### config.mk
export PLATFORM = sky130hd
export DESIGN_NAME = control
export DESIGN_NICKNAME = d
export VERILOG_FILES = /design/src/rtl/control.sv
export SDC_FILE = /design/constraint.sdc
export NUM_CORES = 1
export LEC_CHECK = 0
export ABC_AREA = 1
export ABC_CLOCK_PERIOD_IN_PS = 1500
export CAP_MARGIN = 25
export CORE_MARGIN = 5
export CORE_UTILIZATION = 32
export CTS_CLUSTER_DIAMETER = 120
export DETAILED_ROUTE_END_ITERATION = 16
export PLACE_DENSITY = 0.79
export SYNTH_ARGS = -nofsm -noshare
export SYNTH_HDL_FRONTEND = slang
export SYNTH_SLANG_ARGS = --single-unit
export TNS_END_PERCENT = 1
### constraint.sdc
create_clock -name clk -period 1.5 [get_ports clk]
set_input_delay 0.3 -clock clk [delete_from_list [all_inputs] [get_ports clk]]
set_output_delay 0.3 -clock clk [all_outputs]
set_load 0.01 [all_outputs]
### src/rtl/control.sv
// Multicycle RV32I control FSM: sequences fetch, decode and execute for the
// datapath, and drives the memory request/byte-enable handshake.
module control (
    input  logic       clk,
    input  logic       rst,
    input  logic [6:0] opcode,
    input  logic [2:0] funct3,
    input  logic [6:0] funct7,
    input  logic       br_en,
    input  logic [1:0] mem_address,
    input  logic       mem_resp,
    output logic       load_pc,
    output logic       load_ir,
    output logic       load_regfile,
    output logic       load_mar,
    output logic       load_mdr,
    output logic       load_data_out,
    output logic       pcmux_sel,
    output logic       alumux1_sel,
    output logic [1:0] alumux2_sel,
    output logic [1:0] regfilemux_sel,
    output logic       marmux_sel,
    output logic       cmpmux_sel,
    output logic [2:0] aluop,
    output logic [2:0] cmpop,
    output logic       mem_read,
    output logic       mem_write,
    output logic [3:0] mem_byte_enable
);

    localparam logic [6:0] OP_IMM   = 7'b0010011;
    localparam logic [6:0] OP_REG   = 7'b0110011;
    localparam logic [6:0] OP_LUI   = 7'b0110111;
    localparam logic [6:0] OP_AUIPC = 7'b0010111;
    localparam logic [6:0] OP_BR    = 7'b1100011;
    localparam logic [6:0] OP_LOAD  = 7'b0000011;
    localparam logic [6:0] OP_STORE = 7'b0100011;

    localparam logic [2:0] ALU_ADD  = 3'd0;
    localparam logic [2:0] ALU_SRA  = 3'd2;
    localparam logic [2:0] CMP_BLT  = 3'd4;
    localparam logic [2:0] CMP_BLTU = 3'd6;

    localparam logic [2:0] F3_SLT  = 3'b010;
    localparam logic [2:0] F3_SLTU = 3'b011;
    localparam logic [2:0] F3_SR   = 3'b101;
    localparam logic [2:0] F3_SB   = 3'b000;
    localparam logic [2:0] F3_SH   = 3'b001;

    localparam logic [1:0] ALUMUX2_I = 2'd0;
    localparam logic [1:0] ALUMUX2_U = 2'd1;
    localparam logic [1:0] ALUMUX2_B = 2'd2;
    localparam logic [1:0] ALUMUX2_S = 2'd3;

    localparam logic [1:0] RFMUX_ALU = 2'd0;
    localparam logic [1:0] RFMUX_BR  = 2'd1;
    localparam logic [1:0] RFMUX_U   = 2'd2;
    localparam logic [1:0] RFMUX_MDR = 2'd3;

    typedef enum logic [3:0] {
        FETCH1,
        FETCH2,
        FETCH3,
        DECODE,
        IMM,
        REG,
        LUI,
        AUIPC,
        BR,
        CALC_ADDR,
        LD1,
        LD2,
        ST1,
        ST2
    } state_t;

    state_t     r_state;
    state_t     w_next_state;
    logic [2:0] w_aluop_dec;
    logic [3:0] w_store_be;
    logic       w_is_slt;
    logic       w_unused;

    // Only funct7[5] distinguishes sra from srl; the other bits are don't-care.
    assign w_unused    = ^{funct7[6], funct7[4:0]};
    assign w_aluop_dec = (funct3 == F3_SR && funct7[5]) ? ALU_SRA : funct3;
    assign w_is_slt    = (funct3 == F3_SLT) || (funct3 == F3_SLTU);

    // Store byte lanes: sub-word stores select lanes from the low address bits.
    always_comb begin
        case (funct3)
            F3_SB:   w_store_be = 4'b0001 << mem_address;
            F3_SH:   w_store_be = mem_address[1] ? 4'b1100 : 4'b0011;
            default: w_store_be = 4'b1111;
        endcase
    end

    always_ff @(posedge clk or posedge rst) begin
        if (rst) begin
            r_state <= FETCH1;
        end else begin
            r_state <= w_next_state;
        end
    end

    always_comb begin
        w_next_state    = r_state;
        load_pc         = 1'b0;
        load_ir         = 1'b0;
        load_regfile    = 1'b0;
        load_mar        = 1'b0;
        load_mdr        = 1'b0;
        load_data_out   = 1'b0;
        pcmux_sel       = 1'b0;
        alumux1_sel     = 1'b0;
        alumux2_sel     = ALUMUX2_I;
        regfilemux_sel  = RFMUX_ALU;
        marmux_sel      = 1'b0;
        cmpmux_sel      = 1'b0;
        aluop           = ALU_ADD;
        cmpop           = 3'd0;
        mem_read        = 1'b0;
        mem_write       = 1'b0;
        mem_byte_enable = 4'b1111;

        case (r_state)
            FETCH1: begin
                load_mar     = 1'b1;
                w_next_state = FETCH2;
            end
            FETCH2: begin
                mem_read = 1'b1;
                load_mdr = 1'b1;
                if (mem_resp) begin
                    w_next_state = FETCH3;
                end
            end
            FETCH3: begin
                load_ir      = 1'b1;
                w_next_state = DECODE;
            end
            DECODE: begin
                case (opcode)
                    OP_IMM:   w_next_state = IMM;
                    OP_REG:   w_next_state = REG;
                    OP_LUI:   w_next_state = LUI;
                    OP_AUIPC: w_next_state = AUIPC;
                    OP_BR:    w_next_state = BR;
                    OP_LOAD,
                    OP_STORE: w_next_state = CALC_ADDR;
                    default: begin
                        // Unsupported opcode: step past it to the next word.
                        load_pc      = 1'b1;
                        w_next_state = FETCH1;
                    end
                endcase
            end
            IMM: begin
                load_regfile = 1'b1;
                load_pc      = 1'b1;
                if (w_is_slt) begin
                    cmpmux_sel     = 1'b1;
                    cmpop          = (funct3 == F3_SLT) ? CMP_BLT : CMP_BLTU;
                    regfilemux_sel = RFMUX_BR;
                end else begin
                    aluop = w_aluop_dec;
                end
                w_next_state = FETCH1;
            end
            REG: begin
                // Without an rs2 ALU input only slt/sltu can retire a result.
                load_pc = 1'b1;
                if (w_is_slt) begin
                    load_regfile   = 1'b1;
                    cmpop          = (funct3 == F3_SLT) ? CMP_BLT : CMP_BLTU;
                    regfilemux_sel = RFMUX_BR;
                end else begin
                    aluop = w_aluop_dec;
                end
                w_next_state = FETCH1;
            end
            LUI: begin
                regfilemux_sel = RFMUX_U;
                load_regfile   = 1'b1;
                load_pc        = 1'b1;
                w_next_state   = FETCH1;
            end
            AUIPC: begin
                alumux1_sel  = 1'b1;
                alumux2_sel  = ALUMUX2_U;
                load_regfile = 1'b1;
                load_pc      = 1'b1;
                w_next_state = FETCH1;
            end
            BR: begin
                alumux1_sel  = 1'b1;
                alumux2_sel  = ALUMUX2_B;
                cmpop        = funct3;
                load_pc      = 1'b1;
                pcmux_sel    = br_en;
                w_next_state = FETCH1;
            end
            CALC_ADDR: begin
                marmux_sel = 1'b1;
                load_mar   = 1'b1;
                if (opcode == OP_STORE) begin
                    alumux2_sel   = ALUMUX2_S;
                    load_data_out = 1'b1;
                    w_next_state  = ST1;
                end else begin
                    w_next_state = LD1;
                end
            end
            LD1: begin
                mem_read = 1'b1;
                load_mdr = 1'b1;
                if (mem_resp) begin
                    w_next_state = LD2;
                end
            end
            LD2: begin
                regfilemux_sel = RFMUX_MDR;
                load_regfile   = 1'b1;
                load_pc        = 1'b1;
                w_next_state   = FETCH1;
            end
            ST1: begin
                mem_write       = 1'b1;
                mem_byte_enable = w_store_be;
                if (mem_resp) begin
                    w_next_state = ST2;
                end
            end
            ST2: begin
                load_pc      = 1'b1;
                w_next_state = FETCH1;
            end
            default: begin
                w_next_state = FETCH1;
            end
        endcase
    end

endmodule
==> results.py <==
metrics = {
    "run_status": {
        "outcome": "finished, violations left",
        "violations": "negative setup slack",
    },
    "synthesis": {
        "syn_area_um2": 603.1,
        "avgSynthCellArea_um2": 5.290,
        "ys_seq_area_frac": 0.1660,
        "synthesis.nets": 137,
        "synth_seq_cells": 4,
        "ys_warn_count": 0,
        "syn_inst": 114,
        "synth.distinct_cells": 20,
    },
    "setup_path": {
        "worst-path-buf-inv": 3,
        "path_class": "flop to output port",
        "arrival_ns": 1.53,
        "cp_cell_sequence": "buf_6, nor3_4, inv_2, a211oi_2, buf_2",
        "crit_slowest_cell": "dfrtp_2",
        "cp-end-kind": "output port",
        "slowest_delay_ns": 0.44,
        "r2r_cells": 9,
        "path_depth": 5,
        "cp.required_ns": 1.20,
        "cp-start-kind": "flop",
        "critical-path-top-delay-family": "flip-flops",
        "worstPathMaxFanout": 4,
    },
    "routing": {
        "drc": 0,
        "ant_nets": 0,
        "vias": 1106,
        "drt-total-wl_um": 2889,
        "firstDrtPassIters": 4,
        "drtIter0Drc": 14,
        "wl_per_cell_um": 12.90,
        "via_per_inst": 4.938,
    },
    "clock_network": {
        "cts_tree": "built",
        "clock_latency_ns": 0.24,
        "ctsHtreeMaxLevel": 1,
        "cts-root-buf": "clkbuf_4",
        "hold_buffers": 0,
        "cts_sinks": 4,
        "clockBufferDepth": 2,
        "cts-buffers-inserted": 3,
        "clk_pin_slew_ns": 0.04,
    },
    "power_and_ir_drop": {
        "powerDensity_nw_per_um2": 892.0,
        "total_leakage_power_uw": 0.0007640,
        "peakVddDrop_uv": 1331,
    },
    "final_layout": {
        "reg.largest.list": "r_state x4",
        "fin_cells": 224,
        "nets": 224,
        "top_register": "r_state",
        "syn_to_final_growth_pct": 135.9,
        "antenna_cells": 0,
        "drive_gt1_frac": 0.5477,
        "largest_reg_flops": 4,
    },
    "placed_design": {
        "place_inst": 211,
        "dpl_worst_slack_ns": -0.7071,
        "io_buffers": 42,
        "dp_hpwl_um": 2025,
        "gp_congestion": 0.8561,
    },
    "timing": {
        "fin_crit_ns": 1.834,
        "setup_ws_ns": -0.3340,
        "finalCritPeriodShare": 1.223,
        "hold_ws_ns": 0.2709,
        "setup_viol": 26,
        "fmax_mhz": 545.2,
        "finalSetupTns_ns": -5.570,
        "rsz0062_at_grt": "yes",
        "finalHoldViolCount": 0,
        "final_max_slew_viol_count": 0,
        "fin_worst_skew_ns": 0.005743,
        "worst_slew_pin_slew_ns": 0.2520,
        "relSlewSlack": 0.8314,
    },
    "die": {
        "core_area_um2": 1764,
        "die_w_um": 53.41,
        "die_h_um": 53.41,
        "io_pins": 49,
        "dieArea_um2": 2853,
        "start_util": 0.3418,
        "rows": 15,
    },
    "worst_hold_path": {
        "hold_class": "primary input to async pin",
    },
    "global_route": {
        "grt.overflow.total": 0,
        "grt_max_degree": 7,
        "grt_pass1_vias": 1084,
        "antenna_found_initial": 0,
        "grt_first_pass_wirelength_um": 4567,
        "track_usage": 0.2147,
    },
    "flow_run": {
        "drv_cap": 0,
    },
}
-- final timing paths --
check | endpoint | startpoint | slack (ns)
max reg2reg | r_state[1]$_DFFE_PP0P_ | r_state[2]$_DFFE_PP0P_ | 0.08
max in group asynchronous | r_state[0]$_DFFE_PP0P_ | rst | 1.06
min | r_state[3]$_DFFE_PP0P_ | rst | 0.27
min reg2reg | r_state[2]$_DFFE_PP0P_ | r_state[2]$_DFFE_PP0P_ | 0.85
max | aluop[1] | r_state[1]$_DFFE_PP0P_ | -0.33
min in group clk | r_state[3]$_DFFE_PP0P_ | opcode[4] | 0.60
-- per-stage QoR --
step                instance area [um^2]  total power [uW]    util
floorplan                          603.1             507.3       -
finish                              1423              1269  0.8064
global route                        1423              1364  0.8064
CTS                                 1371              1183  0.7773
detailed placement                  1280             927.4  0.7255
global placement                    1280             907.7  0.7255
-- worst register-to-register path, cell delays in order (launching register included) --
cell	delay, ns
dfrtp_2	0.43
buf_4	0.15
nor2_4	0.12
buf_6	0.12
nand2_2	0.06
buf_4	0.14
nand2_2	0.07
o21ai_1	0.07
nand2_1	0.08
nand2_1	0.05
-- cell usage after synthesis (all sizes together) --
master,instances,area share
a211oi,1,0.021
a21o,1,0.012
a21oi,3,0.025
buf,1,0.012
dfrtp,4,0.17
inv,20,0.12
nand2,33,0.21
nand3,8,0.066
nand4,1,0.010
nor2,23,0.15
nor3,7,0.085
nor4,1,0.021
o211ai,1,0.012
o21ai,10,0.083
-- cell usage in the layout, fill, tap and decap left out, types with 2 or more instances in the layout --
cell type and count:
o21ai_0 6, nand2_2 9, o21ai_2 2, clkdlybuf4s50_1 12, clkdlybuf4s15_2 6, nor2_1 15
nor3_4 3, nand3_1 7, inv_1 12, dlygate4sd2_1 3, o21ai_1 2, nor2_4 4
a21oi_1 3, buf_2 17, buf_6 5, clkbuf_4 3, nor3_1 3, nand2_1 23
nor2_2 4, dfrtp_2 4, inv_2 7, buf_4 39
-- routing by layer --
layer	GRT usage	up-vias	wire length, um
met1	0.2144	500	1047
met4	0.06809	0	98
li1	-	533	-
met5	0	-	0
met2	0.4163	63	1461
met3	0.05915	10	282
-- power by group --
part	switching, uW	internal [uW]	total (uW)
Clock	43.2	89.4	133
Combinational	448	483	931
Sequential	60.9	144	205
Total	552	717	1270
-- final cells by class --
cell class	instances	area, um^2
inverters	20	77.57
clock buffers	3	22.52
well taps	25	31.28
flip-flops and latches	4	105.1
fillers	124	341.6
multi-input cells	89	525.5
repair buffers	83	660.6
-- cells by family (layout without fill, tap and decap cells) --
kind of cell,count (synthesis),after routing,synth area share
AND/OR/NAND/NOR,73,73,0.5436
buffers and inverters,21,106,0.1369
AO/OA/AOI/OAI,16,16,0.1535
flip-flops,4,4,0.1660
-- timing repair --
action / CTS / global route
resized for setup: 118 / 24
pin swaps: 6 / 2
buffers inserted: 8 / 2
endpoints found under the setup margin: 26 / 28
(Power assumes the default switching activity.)
